--- src/rtl/tc_pl_crc_pkg.sv ---
// Shared constants and helpers for the PL capture CRC-32 engine.
// Combinational helpers only; no state lives here.
// Byte-serial CRC step, 32-bit reflection and eop keep-mask decoding.
package tc_pl_crc_pkg;

  localparam logic [31:0] CRC32_POLY   = 32'h04C11DB7;
  localparam logic [31:0] CRC32_INIT   = 32'hFFFFFFFF;
  localparam logic [31:0] CRC32_XOROUT = 32'hFFFFFFFF;

  // Widest keep mask supported (DATA_W = 512).
  localparam int KEEP_MAX_W = 64;

  typedef struct packed {
    logic [6:0] cnt;   // leading contiguous ones from bit 0
    logic       viol;  // a one exists above the first zero
  } keep_info_t;

  // One byte through a normal-form (MSB-shifting) CRC register. With reflect
  // set, the byte is fed bit 0 first, so the register stays in normal form
  // and only the final value needs reversing.
  function automatic logic [31:0] crc32_byte(input logic [31:0] crc,
                                             input logic [7:0]  dbyte,
                                             input logic [31:0] poly,
                                             input logic        reflect);
    logic [31:0] c;
    logic        fb;
    c = crc;
    for (int i = 0; i < 8; i++) begin
      fb = c[31] ^ (reflect ? dbyte[i] : dbyte[7-i]);
      c  = {c[30:0], 1'b0};
      if (fb) c = c ^ poly;
    end
    return c;
  endfunction

  function automatic logic [31:0] reflect32(input logic [31:0] v);
    logic [31:0] r;
    for (int i = 0; i < 32; i++) r[i] = v[31-i];
    return r;
  endfunction

  // Narrower masks are zero-extended by the caller, which cannot create a
  // violation because the extension sits above the real mask.
  function automatic keep_info_t keep_count(input logic [KEEP_MAX_W-1:0] keep);
    keep_info_t r;
    logic       gap;
    r   = '0;
    gap = 1'b0;
    for (int i = 0; i < KEEP_MAX_W; i++) begin
      if (keep[i]) begin
        if (gap) r.viol = 1'b1;
        else     r.cnt  = r.cnt + 7'd1;
      end else begin
        gap = 1'b1;
      end
    end
    return r;
  endfunction

endpackage

--- src/rtl/tc_pl_crc32_fold.sv ---
// Folds one data beat into a running CRC, exposing every per-byte partial.
// Purely combinational, zero latency.
// No flow control; the caller selects the partial matching the beat's byte count.
module tc_pl_crc32_fold
  import tc_pl_crc_pkg::*;
#(
  parameter int          DATA_W  = 64,
  parameter logic [31:0] POLY    = CRC32_POLY,
  parameter bit          REFLECT = 1'b1
) (
  input  logic [31:0]                  crc_in,
  input  logic [DATA_W-1:0]            data,
  output logic [DATA_W/8-1:0][31:0]    crc_part
);

  localparam int NB = DATA_W / 8;

  logic [31:0] chain;

  // Byte 0 first; crc_part[k] is the CRC after bytes 0..k.
  always_comb begin
    crc_part = '0;
    chain    = crc_in;
    for (int k = 0; k < NB; k++) begin
      chain       = crc32_byte(chain, data[8*k +: 8], POLY, REFLECT);
      crc_part[k] = chain;
    end
  end

endmodule

--- src/rtl/tc_pl_cap_crc32_stream.sv ---
// Streaming CRC-32 over framed beats with sop/eop and an eop byte mask.
// Result, length and error flag register one cycle after the eop beat.
// Accepts a beat every cycle; there is no backpressure.
module tc_pl_cap_crc32_stream
  import tc_pl_crc_pkg::*;
#(
  parameter int          DATA_W  = 64,
  parameter logic [31:0] POLY    = CRC32_POLY,
  parameter logic [31:0] INIT    = CRC32_INIT,
  parameter logic [31:0] XOR_OUT = CRC32_XOROUT,
  parameter bit          REFLECT = 1'b1
) (
  input  logic                clk,
  input  logic                rst,
  input  logic                crc_en,
  input  logic [DATA_W-1:0]   crc_data,
  input  logic                crc_data_valid,
  input  logic                crc_sop,
  input  logic                crc_eop,
  input  logic [DATA_W/8-1:0] crc_keep,
  output logic [31:0]         crc32,
  output logic                crc32_valid,
  output logic [15:0]         crc_len,
  output logic                crc_busy,
  output logic                crc_err
);

  localparam int         NB   = DATA_W / 8;
  localparam logic [6:0] NB_L = 7'(NB);

  localparam logic [0:0] ST_IDLE = 1'b0;
  localparam logic [0:0] ST_ACC  = 1'b1;

  logic [0:0]  state_q, state_d;
  logic [31:0] crc_q, crc_d;
  logic [15:0] cnt_q, cnt_d;
  logic [31:0] crc32_q, crc32_d;
  logic        crc32_valid_q, crc32_valid_d;
  logic [15:0] crc_len_q, crc_len_d;
  logic        crc_err_q, crc_err_d;

  logic [KEEP_MAX_W-1:0] keep_ext;
  keep_info_t            kinfo;
  logic [6:0]            nbytes;
  logic                  restart;
  logic [31:0]           base_crc;
  logic [15:0]           base_cnt;
  logic [NB-1:0][31:0]   crc_part;
  logic [31:0]           folded;
  logic [16:0]           cnt_sum;
  logic [15:0]           new_cnt;

  tc_pl_crc32_fold #(
    .DATA_W  (DATA_W),
    .POLY    (POLY),
    .REFLECT (REFLECT)
  ) u_fold (
    .crc_in   (base_crc),
    .data     (crc_data),
    .crc_part (crc_part)
  );

  // Beat datapath: pick the starting CRC/count, select the partial for the byte count.
  always_comb begin
    keep_ext           = '0;
    keep_ext[NB-1:0]   = crc_keep;
    kinfo              = keep_count(keep_ext);
    nbytes             = crc_eop ? kinfo.cnt : NB_L;
    restart            = (state_q == ST_IDLE) || crc_sop;
    base_crc           = restart ? INIT : crc_q;
    base_cnt           = restart ? 16'd0 : cnt_q;
    folded             = base_crc;
    for (int k = 1; k <= NB; k++) begin
      if (nbytes == 7'(k)) folded = crc_part[k-1];
    end
    cnt_sum            = {1'b0, base_cnt} + {10'd0, nbytes};
    new_cnt            = cnt_sum[16] ? 16'hFFFF : cnt_sum[15:0];
  end

  // Frame state machine and result capture.
  always_comb begin
    state_d       = state_q;
    crc_d         = crc_q;
    cnt_d         = cnt_q;
    crc32_d       = crc32_q;
    crc_len_d     = crc_len_q;
    crc32_valid_d = 1'b0;
    crc_err_d     = 1'b0;
    if (!crc_en) begin
      state_d = ST_IDLE;
      crc_d   = INIT;
      cnt_d   = '0;
    end else if (crc_data_valid) begin
      if (state_q == ST_IDLE && !crc_sop) begin
        crc_err_d = 1'b1;
      end else begin
        // sop while accumulating abandons the open frame.
        crc_err_d = (state_q == ST_ACC) && crc_sop;
        if (crc_eop) begin
          crc32_d       = (REFLECT ? reflect32(folded) : folded) ^ XOR_OUT;
          crc_len_d     = new_cnt;
          crc32_valid_d = 1'b1;
          crc_err_d     = crc_err_d | kinfo.viol;
          state_d       = ST_IDLE;
          crc_d         = INIT;
          cnt_d         = '0;
        end else begin
          state_d = ST_ACC;
          crc_d   = folded;
          cnt_d   = new_cnt;
        end
      end
    end
  end

  // State and output registers.
  always_ff @(posedge clk or posedge rst) begin
    if (rst) begin
      state_q       <= ST_IDLE;
      crc_q         <= INIT;
      cnt_q         <= '0;
      crc32_q       <= '0;
      crc32_valid_q <= 1'b0;
      crc_len_q     <= '0;
      crc_err_q     <= 1'b0;
    end else begin
      state_q       <= state_d;
      crc_q         <= crc_d;
      cnt_q         <= cnt_d;
      crc32_q       <= crc32_d;
      crc32_valid_q <= crc32_valid_d;
      crc_len_q     <= crc_len_d;
      crc_err_q     <= crc_err_d;
    end
  end

  assign crc32       = crc32_q;
  assign crc32_valid = crc32_valid_q;
  assign crc_len     = crc_len_q;
  assign crc_busy    = (state_q == ST_ACC);
  assign crc_err     = crc_err_q;

endmodule

--- config.mk ---
export PLATFORM = sky130hd
export DESIGN_NAME = tc_pl_cap_crc32_stream
export DESIGN_NICKNAME = d
export VERILOG_FILES = /design/src/rtl/tc_pl_crc_pkg.sv /design/src/rtl/tc_pl_crc32_fold.sv /design/src/rtl/tc_pl_cap_crc32_stream.sv
export SDC_FILE = /design/constraint.sdc
export NUM_CORES = 1
export LEC_CHECK = 0
export ABC_AREA = 1
export CORE_AREA = 8 8 184 186
export DETAILED_ROUTE_END_ITERATION = 7
export DIE_AREA = 0 0 192 194
export PLACE_DENSITY = 0.81
export SLEW_MARGIN = 10
export SYNTH_ARGS = -nofsm -noshare
export SYNTH_HDL_FRONTEND = slang
export SYNTH_SLANG_ARGS = --single-unit
--- constraint.sdc ---
create_clock -name clk -period 8.45 [get_ports clk]
set_input_delay 0.845 -clock clk [delete_from_list [all_inputs] [get_ports clk]]
set_output_delay 0.845 -clock clk [all_outputs]
set_load 0.05 [all_outputs]
Word-level counts from Yosys, hierarchy flattened
Index checks and enable logic that the tools add are counted.
W data, S select, Z words.

cells by class
  bitwise gates (word level) = 132
  equality and inequality tests = 10
  reductions and logical operators = 6
  mux-type cells = 124
  add/sub/neg operators = 8

operators by type and width
  kind                   number
  $mux W27               64
  $not A14 Y14           64
  $mux W32               13
  $mux W16               6
  $xor A1 B1 Y1          64
  $mux W7                8
  $mux W8                7
  $add A7 B1 Y7 const B  7
  $not A32 Y32           1
  $eq A7 B3 Y1 const B   4
  $mux W1                26
  $add A16 B7 Y17        1
  $eq A7 B2 Y1 const B   2
  $eq A7 B1 Y1 const B   1
  $eq A7 B4 Y1 const B   1
  $reduce_and A4 Y1      1
  $logic_and A1 B1 Y1    2
  $ne A2 B1 Y1 const B   1
  $ne A2 B2 Y1 const B   1
  $not A1 Y1             2
  $reduce_and A2 Y1      1
  $logic_not A1 Y1       1
  $logic_or A1 B1 Y1     1
  $or A1 B1 Y1           1

storage, ports and cells
  logic and storage cells = 287
  flip-flop bits (word level) = 99
  bits of input ports = 78
  output and inout port bits = 51

Logic depth before layout (Yosys ltp)
  depth after elaboration = 136
  gate-level depth with buffers = 62
  depth with buffers taken out = 61

Hierarchy
Synthesis repeated with hierarchy kept, for this count alone.

unflattened totals
  cell total of the unflattened synthesis = 3,817
  area total of the unflattened synthesis = 20,861.3 µm²

modules (own cells, without submodules)
  module                  instances  area each (µm²)  cells an instance  sequential area each (µm²)
  tc_pl_crc32_fold        1          12,345.6         2,387              0.0
  tc_pl_cap_crc32_stream  1          8,515.7          1,430              2,517.4

Worst setup path after synthesis
OpenSTA, ideal clock, no wires.

  path kind = input to register
  start point = in crc_keep[0]
  end point = reg crc_len_q[13], in the netlist crc_len[13]
  data required time = 8.367 ns
  path buffers = 1
  cell stages on the path = 37
  path slack = 1.701 ns
  arrival time = 6.667 ns
  library setup time = 0.083 ns
  path through = nand2_1 -> inv_1 -> ha_1 -> inv_1 -> o21ai_1 -> ha_1 -> o21ai_0 -> inv_1 -> ha_1 -> o21ai_0 -> o21ai_0 -> ha_1 -> inv_1 -> nor2_1 -> inv_1 -> nand2_1 -> ha_1 -> a21boi_0 -> o21a_1 -> inv_1 -> ha_1 -> o21ai_0 -> a21oi_1 -> inv_1 -> fa_1 -> o21ai_0 -> a21oi_1 -> o21bai_1 -> nand2_1 -> a21boi_0 -> nand2_1 -> nor3_1 -> inv_1 -> nor2_1 -> clkbuf_1 -> nor2_1 -> o21ai_0

between the ends
  word-level cells in the longest chain between the ends = 25
  elaborated cells between the ends (all ways) = 32
  classes of those cells = add/sub (8); mux (24)

RTL lines
  element                 line                           RTL
  start: declaration      tc_pl_cap_crc32_stream.sv:20   input logic [DATA_W/8-1:0] crc_keep,
  $mux W1                 tc_pl_crc_pkg.sv:50            if (keep[i]) begin
  $add A7 B1 Y7           tc_pl_crc_pkg.sv:52            else r.cnt = r.cnt + 7'd1;
  $mux W7                 tc_pl_crc_pkg.sv:51            if (gap) r.viol = 1'b1;
  $mux W8                 tc_pl_crc_pkg.sv:50
  $add A7 B1 Y7           tc_pl_crc_pkg.sv:52
  $mux W7                 tc_pl_crc_pkg.sv:51
  $mux W8                 tc_pl_crc_pkg.sv:50
  $add A7 B1 Y7           tc_pl_crc_pkg.sv:52
  [... 9 more ...]        --
  $mux W7                 tc_pl_crc_pkg.sv:51
  $mux W8                 tc_pl_crc_pkg.sv:50
  $add A7 B1 Y7           tc_pl_crc_pkg.sv:52
  $mux W7                 tc_pl_crc_pkg.sv:51
  $mux W8 (*)             tc_pl_crc_pkg.sv:50
  $mux W7 (*)             tc_pl_cap_crc32_stream.sv:68   nbytes = crc_eop ? kinfo.cnt : NB_L;
  $add A16 B7 Y17 (*)     tc_pl_cap_crc32_stream.sv:76   cnt_sum = {1'b0, base_cnt} + {10'd0, nbytes};
  $mux W16 (*)            tc_pl_cap_crc32_stream.sv:77   new_cnt = cnt_sum[16] ? 16'hFFFF : cnt_sum[15:0];
  end signal: assignment  tc_pl_cap_crc32_stream.sv:132  crc_len_q <= crc_len_d;
  end: declaration        tc_pl_cap_crc32_stream.sv:39   logic [15:0] crc_len_q, crc_len_d;

Every way passes the cells marked *; elsewhere a longest branch is shown, timed or not.
A chain may end at the register's enable or synchronous reset.

Final worst setup path
  start point = in crc_keep[1]
  end point = reg crc32_q[3], in the netlist crc32[3]

between the ends
  word-level cells in the longest chain between the ends = 30
  elaborated cells between the ends (all ways) = 43
  classes of those cells = add/sub (6); eq/ne (8); mux (28); bitwise (1)

RTL lines
  element                     line                           RTL
  $mux W8                     tc_pl_crc_pkg.sv:50
  $add A7 B1 Y7               tc_pl_crc_pkg.sv:52
  $mux W7                     tc_pl_crc_pkg.sv:51
  $mux W8                     tc_pl_crc_pkg.sv:50
  $add A7 B1 Y7               tc_pl_crc_pkg.sv:52
  $mux W7                     tc_pl_crc_pkg.sv:51
  $mux W8                     tc_pl_crc_pkg.sv:50
  $add A7 B1 Y7               tc_pl_crc_pkg.sv:52
  [... 8 more ...]            --
  $add A7 B1 Y7               tc_pl_crc_pkg.sv:52
  $mux W7                     tc_pl_crc_pkg.sv:51
  $mux W8 (*)                 tc_pl_crc_pkg.sv:50
  $mux W7 (*)                 tc_pl_cap_crc32_stream.sv:68
  $eq A7 B1 Y1                tc_pl_cap_crc32_stream.sv:74   if (nbytes == 7'(k)) folded = crc_part[k-1];
  $mux W32 (7 in series)      tc_pl_cap_crc32_stream.sv:74
  $mux W32 (*)                tc_pl_cap_crc32_stream.sv:74
  $not A32 Y32 (no line) (*)  --
  end signal: assignment      tc_pl_cap_crc32_stream.sv:130  crc32_q <= crc32_d;
  end: declaration            tc_pl_cap_crc32_stream.sv:37   logic [31:0] crc32_q, crc32_d;

Marks and branches as above.

==> flow_metrics.tcl <==
set metrics [dict create \
    synthArstFlopShare_pct 100 \
    netlist-cell-type-count 58 \
    yosysMostFrequentCell "nand2_1" \
    vias 24365 \
    finalInstanceArea_um2 20500 \
    netlist_area_um2 18400 \
    die_h_um 194 \
    crit_top_cell "inv_1" \
    ios 129 \
    layout-drive-gt1-share_pct 11.4 \
    cts_buffers 9 \
    avgSynthCellArea_um2 5.39 \
    antenna_found_initial 1 \
    cp_max_fo 21 \
    synth_area_leader_cell "nand2_1" \
    violations "DRC" \
    final_cell_count_no_fill 3907 \
    r2r_slack_ns 0.72 \
    fillCellCount 2991 \
    cts_tree "yes" \
    synthesis.nets 3495 \
    fp.dieArea_um2 37200 \
    relSlewSlack_pct 35.1 \
    row_count 65 \
    cpPeakStageDelay_ns 0.44 \
    dieWidth_um 192 \
    clk_latency_ns 0.35 \
    synth_edf_count 0 \
    clk_pin_slew_ns 0.07 \
    hold_path_class "register to register" \
    setup_viol 0 \
    synth_top_area_share_pct 28.3 \
    hpwl_um 64000 \
    yosysWarnings 0 \
    wirelength_um 79700 \
    antenna_left 0 \
    firstDrtPassIters 8 \
    outcome "finished with violations" \
    grt_max_degree 70 \
    syn_inst 3403 \
    n_antenna_cell 0 \
    place_inst 3887 \
    setup_tns_ns 0 \
    clock.fmax_mhz 124 \
    hold_viol 0 \
    synth_common_cells "nand2_1, nand3_1, inv_1, o21ai_0, nor2_1" \
    synthTopCellsByArea "nand2_1, nand3_1, dfrtp_1" \
    finalCriticalPeriod_ns 8.08 \
    drtIter0Drc 3479 \
    grt_pass1_wl_um 122000 \
    fin_skew_ns 0.0123 \
    grt_usage_pct 41.2 \
    drc_errors 10 \
    slowest_stage "clkdlybuf4s50_1" \
    synth_top_flop_cell "dfrtp_1" \
    core_area_um2 31100 \
    ys_seq_elements 99 \
    slew_viol_final 0 \
    clock_sinks 99 \
    fin_nets 3592 \
    maxCapViolCount 0 \
    crit_path_end_kind "register" \
    numPortBuffers 128 \
    worst_pin_slew_ns 0.972 \
    routabilityCongestion 1.14 \
    root_buffer "clkbuf_16" \
    cp.arrival_ns 8.36 \
    dpl_cell_area_um2 20000 \
    clock_path_buffers 2 \
    start_util_pct 59.1 \
    worstSetupPathType "primary input to register" \
    period_share_pct 95.6 \
    crit_required_ns 8.73 \
    grt_pass1_vias 22333 \
    start_kind "primary input" \
    viasPerCell 6.24 \
    overflow 0 \
    syn2layout_area_growth_pct 11.8 \
    yosysSeqAreaShare_pct 13.7 \
    h-tree-depth 3 \
    wl_per_cell_um 20.4 \
]
## sequential cells by signal, summed over array words and instances, names as in the netlist
name	count
crc32	32
crc_q	32
cnt_q	16
crc_len	16
crc32_valid	1
crc_busy	1
crc_err	1
## cells by family (layout without fill, tap and decap cells)
kind of cell | Yosys count | count (layout) | synth area share, %
adder cells (fa/ha/maj) | 14 | 14 | 0.995
other | 1 | 1 | 0.0204
AO/OA/AOI/OAI | 366 | 366 | 11.2
flip-flops | 99 | 99 | 13.7
XOR/XNOR | 171 | 171 | 8.67
AND/OR/NAND/NOR | 2294 | 2294 | 55.4
buffers and inverters | 458 | 560 | 10.0
## layer usage
metal | wire length (µm) | GRT usage (%) | part of all wire [%]
met1 | 29100 | 52.4 | 37
met2 | 33300 | 61.9 | 42
met3 | 11000 | 9.08 | 14
met4 | 6270 | 26.7 | 7.9
met5 | 13 | 0 | 0.016
## cell usage in the layout, fill, tap and decap left out, types with 4 or more instances in the layout
| master | instances |
|---|---|
| o21ai_1 | 25 |
| nand2_2 | 137 |
| nand2_1 | 1373 |
| nor3_1 | 8 |
| a21oi_1 | 86 |
| o22ai_1 | 36 |
| clkdlybuf4s50_1 | 128 |
| nand3_1 | 527 |
| nand4_1 | 5 |
| o21ai_0 | 150 |
| ha_1 | 13 |
| inv_2 | 53 |
| dfstp_2 | 32 |
| xor2_2 | 8 |
| nor2_2 | 9 |
| or2_2 | 13 |
| dfrtp_1 | 67 |
| xor2_1 | 116 |
| a31oi_1 | 16 |
| o211ai_1 | 22 |
| inv_4 | 6 |
| xnor2_1 | 44 |
| nand2_4 | 34 |
| o221ai_1 | 5 |
| buf_4 | 44 |
| o311ai_0 | 6 |
| nand3_2 | 30 |
| clkbuf_16 | 9 |
| nand3b_1 | 11 |
| nor2_1 | 130 |
| or2_1 | 4 |
| inv_1 | 307 |
## worst max-delay path, delay by kind of cell
kind | cells | cell delay, ns
AOI/OAI and AO/OA | 14 | 2.94
buffers and inverters | 11 | 1.43
and+or+nand+nor | 15 | 1.49
adders and majority gates | 6 | 1.67
## metrics by stage
step	utilization [%]	worst slack (ns)	hold slack (ns)
4_1_cts	65.6	0.0407	0.492
3_5_place_dp	64.5	-0.270	0.470
6_report	66.0	0.371	0.482
5_1_grt	66.0	-0.0410	0.504
3_3_place_gp	64.5	-0.0877	0.464
2_1_floorplan	-	1.70	0.451
## area by class of cell
type,instances,area [µm²],area share [%]
well taps,402,503,2.45
clock buffers,9,225,1.10
inverters,369,1400,6.83
flip-flops and latches,99,2520,12.3
repair buffers,175,1660,8.10
multi-input cells,2846,14100,68.8
clock inverters,7,92.6,0.451
## timing repair
item | CTS | global route
endpoints found under the hold margin | 0 | 0
setup buffers | 0 | 4
setup endpoints to repair | 0 | 88
resized for setup | 0 | 40
hold buffers | 0 | 0
## worst paths after layout
path                        startpoint     endpoint  cells past startpoint
max                        crc_keep[1]     crc32[3]                     46
min                           crc32[6]     crc32[6]                      2
max reg2reg                   crc_busy    crc_q[22]                     54
min reg2reg                   crc32[6]     crc32[6]                      2
max in group asynchronous          rst  crc_len[11]                      3
min in group asynchronous          rst    crc32[21]                      2
Power is left out: the tool's default activity adds up to more than one toggle a clock period on the data nets, which glitch-free logic cannot reach.
